===== src/rtl/cu_pkg.sv =====
// Shared definitions for the iterative RV32M multiply/divide unit.
package cu_pkg;

  localparam logic [2:0] CU_MUL    = 3'd0;
  localparam logic [2:0] CU_MULH   = 3'd1;
  localparam logic [2:0] CU_MULHSU = 3'd2;
  localparam logic [2:0] CU_MULHU  = 3'd3;
  localparam logic [2:0] CU_DIV    = 3'd4;
  localparam logic [2:0] CU_DIVU   = 3'd5;
  localparam logic [2:0] CU_REM    = 3'd6;
  localparam logic [2:0] CU_REMU   = 3'd7;

  typedef enum logic [1:0] {
    IDLE = 2'd0,
    CALC = 2'd1,
    FIX  = 2'd2
  } cu_state_t;

  localparam logic [31:0] CU_DIV0_QUOT = 32'hFFFF_FFFF;
  localparam logic [31:0] CU_OVF_QUOT  = 32'h8000_0000;
  localparam logic [31:0] CU_OVF_REM   = 32'h0000_0000;

  // Two's-complement magnitude; 0x80000000 maps to 2^31 as an unsigned value.
  function automatic logic [31:0] cu_mag(input logic [31:0] v, input logic neg);
    return neg ? (~v + 32'd1) : v;
  endfunction

endpackage


===== src/rtl/cu_div_core.sv =====
// Restoring divider on unsigned magnitudes, one quotient bit per step.
module cu_div_core
  import cu_pkg::*;
(
  input  logic        cpu_clk_i,
  input  logic        cpu_rst_i,
  input  logic        load,
  input  logic        step,
  input  logic [31:0] dividend,
  input  logic [31:0] divisor,
  output logic [31:0] quotient,
  output logic [31:0] remainder
);

  logic [31:0] div_q;
  logic [32:0] shifted;
  logic [33:0] diff;

  // Quotient register doubles as the dividend shift register.
  assign shifted = {remainder, quotient[31]};
  assign diff    = {1'b0, shifted} - {2'b00, div_q};

  always_ff @(posedge cpu_clk_i or posedge cpu_rst_i) begin
    if (cpu_rst_i) begin
      quotient  <= '0;
      remainder <= '0;
      div_q     <= '0;
    end else if (load) begin
      quotient  <= dividend;
      remainder <= '0;
      div_q     <= divisor;
    end else if (step) begin
      if (!diff[33]) begin
        remainder <= diff[31:0];
        quotient  <= {quotient[30:0], 1'b1};
      end else begin
        remainder <= shifted[31:0];
        quotient  <= {quotient[30:0], 1'b0};
      end
    end
  end

endmodule


===== src/rtl/complex_unit.sv =====
// Iterative RV32M multiply/divide engine with single-cycle result strobe.
//   state | meaning
//   IDLE  | waiting for a request
//   CALC  | one multiply/divide iteration per edge
//   FIX   | sign correction, result select, strobe
module complex_unit
  import cu_pkg::*;
#(
  parameter int MUL_BITS_PER_CYCLE = 2,
  parameter int DIV_ITERATIONS     = 32
) (
  input  logic        cpu_clk_i,
  input  logic        cpu_rst_i,
  input  logic        flush_i,
  input  logic        cu_valid_i,
  input  logic [2:0]  cu_opcode_i,
  input  logic [31:0] cu_operand1_i,
  input  logic [31:0] cu_operand2_i,
  output logic        busy_o,
  output logic [31:0] result_o,
  output logic        wb_valid_o
);

  localparam int          MB      = MUL_BITS_PER_CYCLE;
  localparam logic [5:0]  N_MUL_C = 6'(32 / MUL_BITS_PER_CYCLE);
  localparam logic [5:0]  N_DIV_C = 6'(DIV_ITERATIONS);

  cu_state_t   state;
  logic [5:0]  cnt;
  logic [2:0]  op_q;
  logic        neg_q;
  logic        special_q;
  logic [31:0] special_val_q;
  logic [63:0] acc;
  logic [63:0] mcand;
  logic [31:0] mplier;

  logic        is_div_in, sgn_a_in, sgn_b_in, div0_in, ovf_in, special_in, neg_in, accept;
  logic [31:0] mag_a_in, mag_b_in, special_val_in;
  logic [63:0] mul_sum, mul_fixed;
  logic [31:0] quot, rem, q_fix, r_fix, fix_val;

  assign is_div_in = cu_opcode_i[2];
  assign sgn_a_in  = cu_operand1_i[31] &&
                     (cu_opcode_i != CU_MULHU) && (cu_opcode_i != CU_DIVU) && (cu_opcode_i != CU_REMU);
  assign sgn_b_in  = cu_operand2_i[31] &&
                     ((cu_opcode_i == CU_MUL) || (cu_opcode_i == CU_MULH) ||
                      (cu_opcode_i == CU_DIV) || (cu_opcode_i == CU_REM));
  assign mag_a_in  = cu_mag(cu_operand1_i, sgn_a_in);
  assign mag_b_in  = cu_mag(cu_operand2_i, sgn_b_in);
  assign neg_in    = (cu_opcode_i == CU_REM) ? sgn_a_in : (sgn_a_in ^ sgn_b_in);

  assign div0_in    = is_div_in && (cu_operand2_i == 32'd0);
  assign ovf_in     = ((cu_opcode_i == CU_DIV) || (cu_opcode_i == CU_REM)) &&
                      (cu_operand1_i == 32'h8000_0000) && (cu_operand2_i == 32'hFFFF_FFFF);
  assign special_in = div0_in || ovf_in;
  assign special_val_in = div0_in ? (cu_opcode_i[1] ? cu_operand1_i : CU_DIV0_QUOT)
                                  : (cu_opcode_i[1] ? CU_OVF_REM : CU_OVF_QUOT);

  assign accept = cu_valid_i && !flush_i && (state == IDLE);

  always_comb begin
    mul_sum = acc;
    for (int j = 0; j < MB; j++) begin
      if (mplier[j]) mul_sum = mul_sum + (mcand << j);
    end
  end

  cu_div_core u_div (
    .cpu_clk_i (cpu_clk_i),
    .cpu_rst_i (cpu_rst_i),
    .load      (accept && is_div_in && !special_in),
    .step      ((state == CALC) && op_q[2] && !flush_i),
    .dividend  (mag_a_in),
    .divisor   (mag_b_in),
    .quotient  (quot),
    .remainder (rem)
  );

  assign mul_fixed = neg_q ? (~acc + 64'd1) : acc;
  assign q_fix     = neg_q ? (~quot + 32'd1) : quot;
  assign r_fix     = neg_q ? (~rem + 32'd1) : rem;

  always_comb begin
    if (special_q)     fix_val = special_val_q;
    else if (!op_q[2]) fix_val = (op_q == CU_MUL) ? mul_fixed[31:0] : mul_fixed[63:32];
    else               fix_val = op_q[1] ? r_fix : q_fix;
  end

  always_ff @(posedge cpu_clk_i or posedge cpu_rst_i) begin
    if (cpu_rst_i) begin
      state         <= IDLE;
      cnt           <= '0;
      op_q          <= '0;
      neg_q         <= 1'b0;
      special_q     <= 1'b0;
      special_val_q <= '0;
      acc           <= '0;
      mcand         <= '0;
      mplier        <= '0;
      busy_o        <= 1'b0;
      wb_valid_o    <= 1'b0;
      result_o      <= '0;
    end else begin
      wb_valid_o <= 1'b0;
      if (flush_i) begin
        state  <= IDLE;
        busy_o <= 1'b0;
      end else begin
        case (state)
          IDLE: begin
            if (cu_valid_i) begin
              op_q          <= cu_opcode_i;
              neg_q         <= neg_in;
              special_q     <= special_in;
              special_val_q <= special_val_in;
              acc           <= '0;
              mcand         <= {32'd0, mag_a_in};
              mplier        <= mag_b_in;
              busy_o        <= 1'b1;
              cnt           <= is_div_in ? N_DIV_C : N_MUL_C;
              state         <= special_in ? FIX : CALC;
            end
          end
          CALC: begin
            if (!op_q[2]) begin
              acc    <= mul_sum;
              mcand  <= mcand << MB;
              mplier <= mplier >> MB;
            end
            cnt <= cnt - 6'd1;
            if (cnt == 6'd1) state <= FIX;
          end
          FIX: begin
            result_o   <= fix_val;
            wb_valid_o <= 1'b1;
            busy_o     <= 1'b0;
            state      <= IDLE;
          end
          default: state <= IDLE;
        endcase
      end
    end
  end

  a_no_req_while_busy: assert property (@(posedge cpu_clk_i) disable iff (cpu_rst_i)
    !(cu_valid_i && !flush_i && (state != IDLE)))
    else $error("cu_valid_i asserted while complex_unit is busy");

endmodule


===== config.mk =====
export PLATFORM = sky130hd
export DESIGN_NAME = complex_unit
export DESIGN_NICKNAME = d
export VERILOG_FILES = /design/src/rtl/cu_pkg.sv /design/src/rtl/cu_div_core.sv /design/src/rtl/complex_unit.sv
export SDC_FILE = /design/constraint.sdc
export NUM_CORES = 2
export LEC_CHECK = 0
export ABC_AREA = 1
export CAP_MARGIN = 5
export CORE_MARGIN = 10
export CORE_UTILIZATION = 58
export CTS_BUF_LIST = sky130_fd_sc_hd__clkbuf_16
export DETAILED_ROUTE_END_ITERATION = 16
export PLACE_DENSITY_LB_ADDON = 0.15
export SLEW_MARGIN = 10
export SYNTH_ARGS = -nofsm -noshare
export SYNTH_HDL_FRONTEND = slang
export SYNTH_HIERARCHICAL = 1
export SYNTH_SLANG_ARGS = --single-unit
export TNS_END_PERCENT = 20

===== constraint.sdc =====
create_clock -name cpu_clk_i -period 7.5 [get_ports cpu_clk_i]
set_clock_uncertainty 0.2 [all_clocks]
set_input_delay 0.75 -clock cpu_clk_i [delete_from_list [all_inputs] [get_ports cpu_clk_i]]
set_output_delay 0.75 -clock cpu_clk_i [all_outputs]
set_load 0.1 [all_outputs]

Yosys cells after proc, flatten, opt, wreduce, memory -nomap -nowiden:

Index checks and enable logic that the tools add are counted.

* reductions and logical operators: 33
* muxes and demuxes: 43
* bitwise logic cells: 7
* eq/ne operators: 15
* add/subtract/negate cells: 9

Operators with widths (count)
* $mux W32: 18
* $mux W64: 7
* $pmux W64 S2: 2
* $add A32 B1 Y32 const B: 4
* $add A64 B64 Y64: 2
* $not A32 Y32: 4
* $add A64 B1 Y64 const B: 1
* $eq A32 B32 Y1 const B: 2
* $not A64 Y64: 1
* $pmux W32 S2: 1
* $sub A33 B32 Y34: 1
* $logic_not A32 Y1: 1
* $logic_and A1 B1 Y1: 13
* $mux W6: 2
* $pmux W6 S2: 1
* $ne A3 B3 Y1 const B: 3
* $mux W2: 4
* $eq A3 B3 Y1 const B: 2
* $eq A6 B1 Y1 const B: 1
* $logic_not A3 Y1: 2
* $mux W1: 6
* $ne A3 B2 Y1 const B: 2
* $reduce_and A2 Y1: 3
* $reduce_and A3 Y1: 2
* other kinds (15): 22

* bits of input ports: 71
* bits in registers: 335
* word-level logic and storage cells: 122

Depth between registers and ports, before layout:

* depth in word-level cells: 9
* gate-level depth with buffers: 32

By module:

Netlist, hierarchy kept.

Modules (own cells, without submodules)
* complex_unit: sequential area each 5980.7 sq um, times used 1, area each 28273.4 sq um, cells an instance 4932
* cu_div_core: sequential area each 2402.3 sq um, times used 1, area each 6723.9 sq um, cells an instance 1023

Least setup slack after synthesis:

Ideal clock, no wire load.

* path type: reg2reg
* start point: reg mcand[0]
* end point: reg acc[63]
* setup time: 118 ps
* period minus slack after synthesis: 3731 ps
* buffers on the path: 0
* cell stages (with the launch flop): 32
* slack: 3769 ps
* arrival time: 3413 ps
* required time: 7182 ps
* path through: dfrtp_1 -> ha_1 -> inv_1 -> fa_1 -> inv_1 -> nand3_1 -> nand3_1 -> nand2_1 -> nand2_1 -> nand2_1 -> nand2_1 -> nand2_1 -> nand2_1 -> nand2_1 -> nand2_1 -> nand2_1 -> nand3_1 -> nand2_1 -> ha_1 -> nand2_1 -> nor2_1 -> inv_1 -> nor2_1 -> nand2_1 -> nor3b_1 -> nand2_1 -> nand3_1 -> nand2_1 -> nor2_1 -> nand3_1 -> nand3_1 -> nand2_1

* word-level cells in the longest chain between the ends: 6

Ends and longest elaborated chain
* start: declaration: RTL line complex_unit.sv:35 `logic [63:0] mcand;`
* start signal: assignment: RTL line complex_unit.sv:118 `mcand <= {32'd0, mag_a_in};`
* start signal: assignment: RTL line complex_unit.sv:128 `mcand <= mcand << MB;`
* $add A64 B64 Y64: RTL line complex_unit.sv:65 `if (mplier[j]) mul_sum = mul_sum + (mcand << j);`
* $mux W64: RTL line complex_unit.sv:65
* $add A64 B64 Y64: RTL line complex_unit.sv:65
* $mux W64 *: RTL line complex_unit.sv:65
* $mux W64 *: RTL line complex_unit.sv:126 `if (!op_q[2]) begin`
* $pmux W64 S2 *: RTL line complex_unit.sv:110 `case (state)`
* end signal: assignment: RTL line complex_unit.sv:127 `acc <= mul_sum;`
* end: declaration: RTL line complex_unit.sv:34 `logic [63:0] acc;`

Mark *: on every way between the ends. The rest lies on a longest branch, timed or not. The select of a mux whose other input is x is not followed.
A chain may end at the register's enable or synchronous reset.

Final worst setup path:

* start point: reg mcand[0]
* end point: reg acc[60]

The elaborated chain is that of the path after synthesis.

==> summary.md <==
| Metric | Value |
|---|---|
| Site Rows | slightly below 90 |
| Crit share post-route | 0.709 |
| WHS | ~0.28 ns |
| Dpl cell area | between 30,000 and 40,000 µm² |
| Status | finished, final reports clean |
| GRT Util Overall | 0.409 |
| Share of layout cells above drive strength 1 | 0.0337 |
| Util after Layout | 0.638 |
| Least-Margin Pin Slew | ~1.3 ns |
| P_leak | 20.0 nW |
| Synth top cells by count | nand2_1 (1,989), inv_1 (914), nor2_1 (559) |
| Initial DRC Count | roughly 5,000 |
| Gr ovfl total | 0 |
| Pins Over Slew Limit | 0 |
| Area taken by multi-input logic gates | 22,400 µm² |
| Wirelength, routed | ~150,000 µm |
| Yosys top cell area share | 0.240 |
| RSZ-0062 raised after global routing | no |
| Yosys cell types | 60 |
| Setup TNS | 0 ns |
| Design area | between 30,000 and 40,000 µm² |
| Top-count cell post-synth | nand2_1 |
| Synth warnings | 6 |
| Initial antenna violation count | 2 |
| Number of synthesized flops with an enable pin | 0 |
| Post-DP HPWL | around 120,000 µm |
| TritonCTS Sinks | 335 |
| Avg Cell Area, Syn | about 5.9 µm² |
| Syn nets | roughly 6,200 |
| Max Buffers Root-to-Sink | 3 |
| Max layer used | met5 |
| Largest family of logic cells by synthesized area | simple AND/OR/NAND/NOR gates |
| First-pass GRT wire length | ~220,000 µm |
| CP Launch Type | register |
| # fillers | 5,906 |
| Synth Area in XOR/XNOR | 0.0325 |
| Normalized max-slew margin | 0.138 |
| Avg WL per Cell | 22.0 µm |
| Hold_buf cts | 0 |
| Met3 wire length | around 16,000 µm |
| Critical path required time | slightly below 8 ns |
| Hold WC Path Type | reg2reg |
| Seq/Total Area, Yosys | 0.240 |
| Final setup vio count | 0 |
| Starting Density | 0.590 |
| CP Capture Type | register |
| Largest cells by area after synthesis | dfrtp_1 (24%), nand2_1 (21%), inv_1 (9.8%) |
| Die Footprint | about 71,000 µm² |
| Number of buffers added on ports | roughly 100 |
| Post-synthesis compound-gate area fraction | 0.150 |
| Synth Area in Simple Gates | 0.394 |
| Register area | 8390 µm² |
| Largest net degree at the start of global routing | around 140 |
| DR DRC count | 0 |
| Worst-path clk slew | about 0.06 ns |
| Level count of the clock H-tree | 2 |
| Layout net count | between 6,000 and 7,000 |
| Synth Area in Adders | 0.0632 |
| Post-synth top flop | dfrtp_1 |
| Chip width | 266 µm |
| I/O Pins | roughly 110 |
| Ys async rst share | 1.00 |
| Cell Area, Synth | between 30,000 and 40,000 µm² |
| Number of global-route vias before repair | ~38,000 |
| Worst hold path cell count | 2 |
| Yosys reg bits | 335 |
| Synthesis-to-layout area growth | 8.14% |
| Wl on met1 | roughly 55,000 µm |
| WP data arrival | approximately 5.6 ns |
| Met2 wire length | 64,600 µm |
| Resized cells post-CTS | 0 |
| Clk root buf | clkbuf_16 |
| Clk Latency, worst-skew pair | roughly 0.63 ns |
| Crit Path Class | reg2reg |
| Placeable Area | 59,400 µm² |
| Post-Syn Instances | around 6,000 |
| Via density | between 6 and 7 |
| Max rail drop VDD | about 0.29 mV |
| CTS tree | built |
| Final Hold Viols | 0 |
| Die Y | between 200 and 300 µm |
| Final estimated routing congestion in global placement | approximately 1.1 |
| Antenna-violating nets left | 0 |
| Max Freq | roughly 190 MHz |
| Crit Path Max Fanout | 4 |
| Cts bufs inserted | 40 |
| Worst reg2reg path depth | 27 |
| Mux cell area share after synthesis | 0.000322 |
| PwrDens | around 400 nW/µm² |
| Routed via count | 40,703 |
| Pre-Repair DR Iteration Count | 7 |
| Post-CTS Repair Setup Buffers | 0 |
| Cell accounting for the most synthesized area | dfrtp_1 |
| # Max-Cap Violations | 0 |
| Minimum clock period | 5.32 ns |
==> metal layers <==
| metal | track usage | vias to the layer above |
|---|---|---|
| li1 | - | 19087 |
| met1 | 0.488 | 18623 |
| met2 | 0.634 | 2406 |
| met3 | 0.0910 | 583 |
| met4 | 0.321 | 4 |
| met5 | 0 | - |
==> metrics by stage <==
stage	total power [mW]	std cells	worst slack (ns)
2_1_floorplan	9.48	5955	3.42
3_3_place_gp	12.2	6693	2.37
3_5_place_dp	12.3	6693	2.25
4_1_cts	14.3	6764	2.39
5_1_grt	15.6	6764	1.96
6_report	14.7	6765	2.18
==> layout make-up <==
type                    count  share of cell area
clock inverters            31             0.00790
well taps                 773              0.0256
diodes                      1           0.0000661
multi-input cells        4522               0.592
repair buffers            133              0.0336
inverters                 930              0.0924
clock buffers              40              0.0264
flip-flops and latches    335               0.222
==> cell usage in the layout (no fill, tap or decap), types with 91 or more instances in the layout <==
master	count
o21ai_0	310
inv_1	918
a21oi_1	297
nand3_1	486
nand2_1	1989
clkdlybuf4s50_1	104
nor2_1	555
dfrtp_1	332
xor2_1	91
ha_1	172
==> sequential cells by signal, indices dropped and copies added, names as in the netlist, 3 cells and up <==
signal / flops
u_div/quotient: 32
special_val_q: 32
mplier: 32
result_o: 32
op_q: 3
mcand: 64
cnt: 6
u_div/remainder: 32
acc: 64
u_div/div_q: 32
==> logic make-up (layout without fill, tap and decap cells) <==
family	after synthesis	in the layout
other	0	1
XOR/XNOR	130	130
flip-flops	335	335
multiplexers	1	1
AO/OA/AOI/OAI	917	917
AND/OR/NAND/NOR	3299	3299
adder cells (fa/ha/maj)	175	175
buffers and inverters	1098	1134
==> report_power, final <==
group	total [mW]	switching, mW	internal (mW)
Combinational	9.46	6.69	2.77
Sequential	3.23	0.889	2.35
Clock	2.00	0.907	1.10
==> path summary, 6_finish.rpt <==
kind                             from             endpoint  slack [ns]
hold reg to reg            mplier[22]           mplier[20]        0.28
setup / recovery             mcand[0]              acc[60]        2.18
hold / removal             mplier[22]           mplier[20]        0.28
max in group asynchronous   cpu_rst_i                neg_q        5.15
setup reg to reg             mcand[0]              acc[60]        2.18
min in group asynchronous   cpu_rst_i  u_div/remainder[23]        0.30
==> critical path, stage by stage, from the launching register on <==
cell,delay (ns)
dfrtp_1,0.39
ha_1,0.31
inv_1,0.09
fa_1,0.44
inv_1,0.12
nand3_1,0.08
nand3_1,0.16
nand2_1,0.07
nand2_1,0.18
nand2_1,0.08
nand2_1,0.21
xor2_1,0.11
nand2_1,0.08
o21ai_0,0.11
ha_1,0.40
nand2_1,0.11
nor2_1,0.33
nand2_1,0.13
nor2_1,0.36
nand2_1,0.09
nand3_1,0.30
nand2_1,0.09
nand2_1,0.20
nand2_1,0.18
nand3_1,0.11
nand3_1,0.08
nand3_1,0.11
nand2_1,0.06
Power figures use the tool's default switching activity.
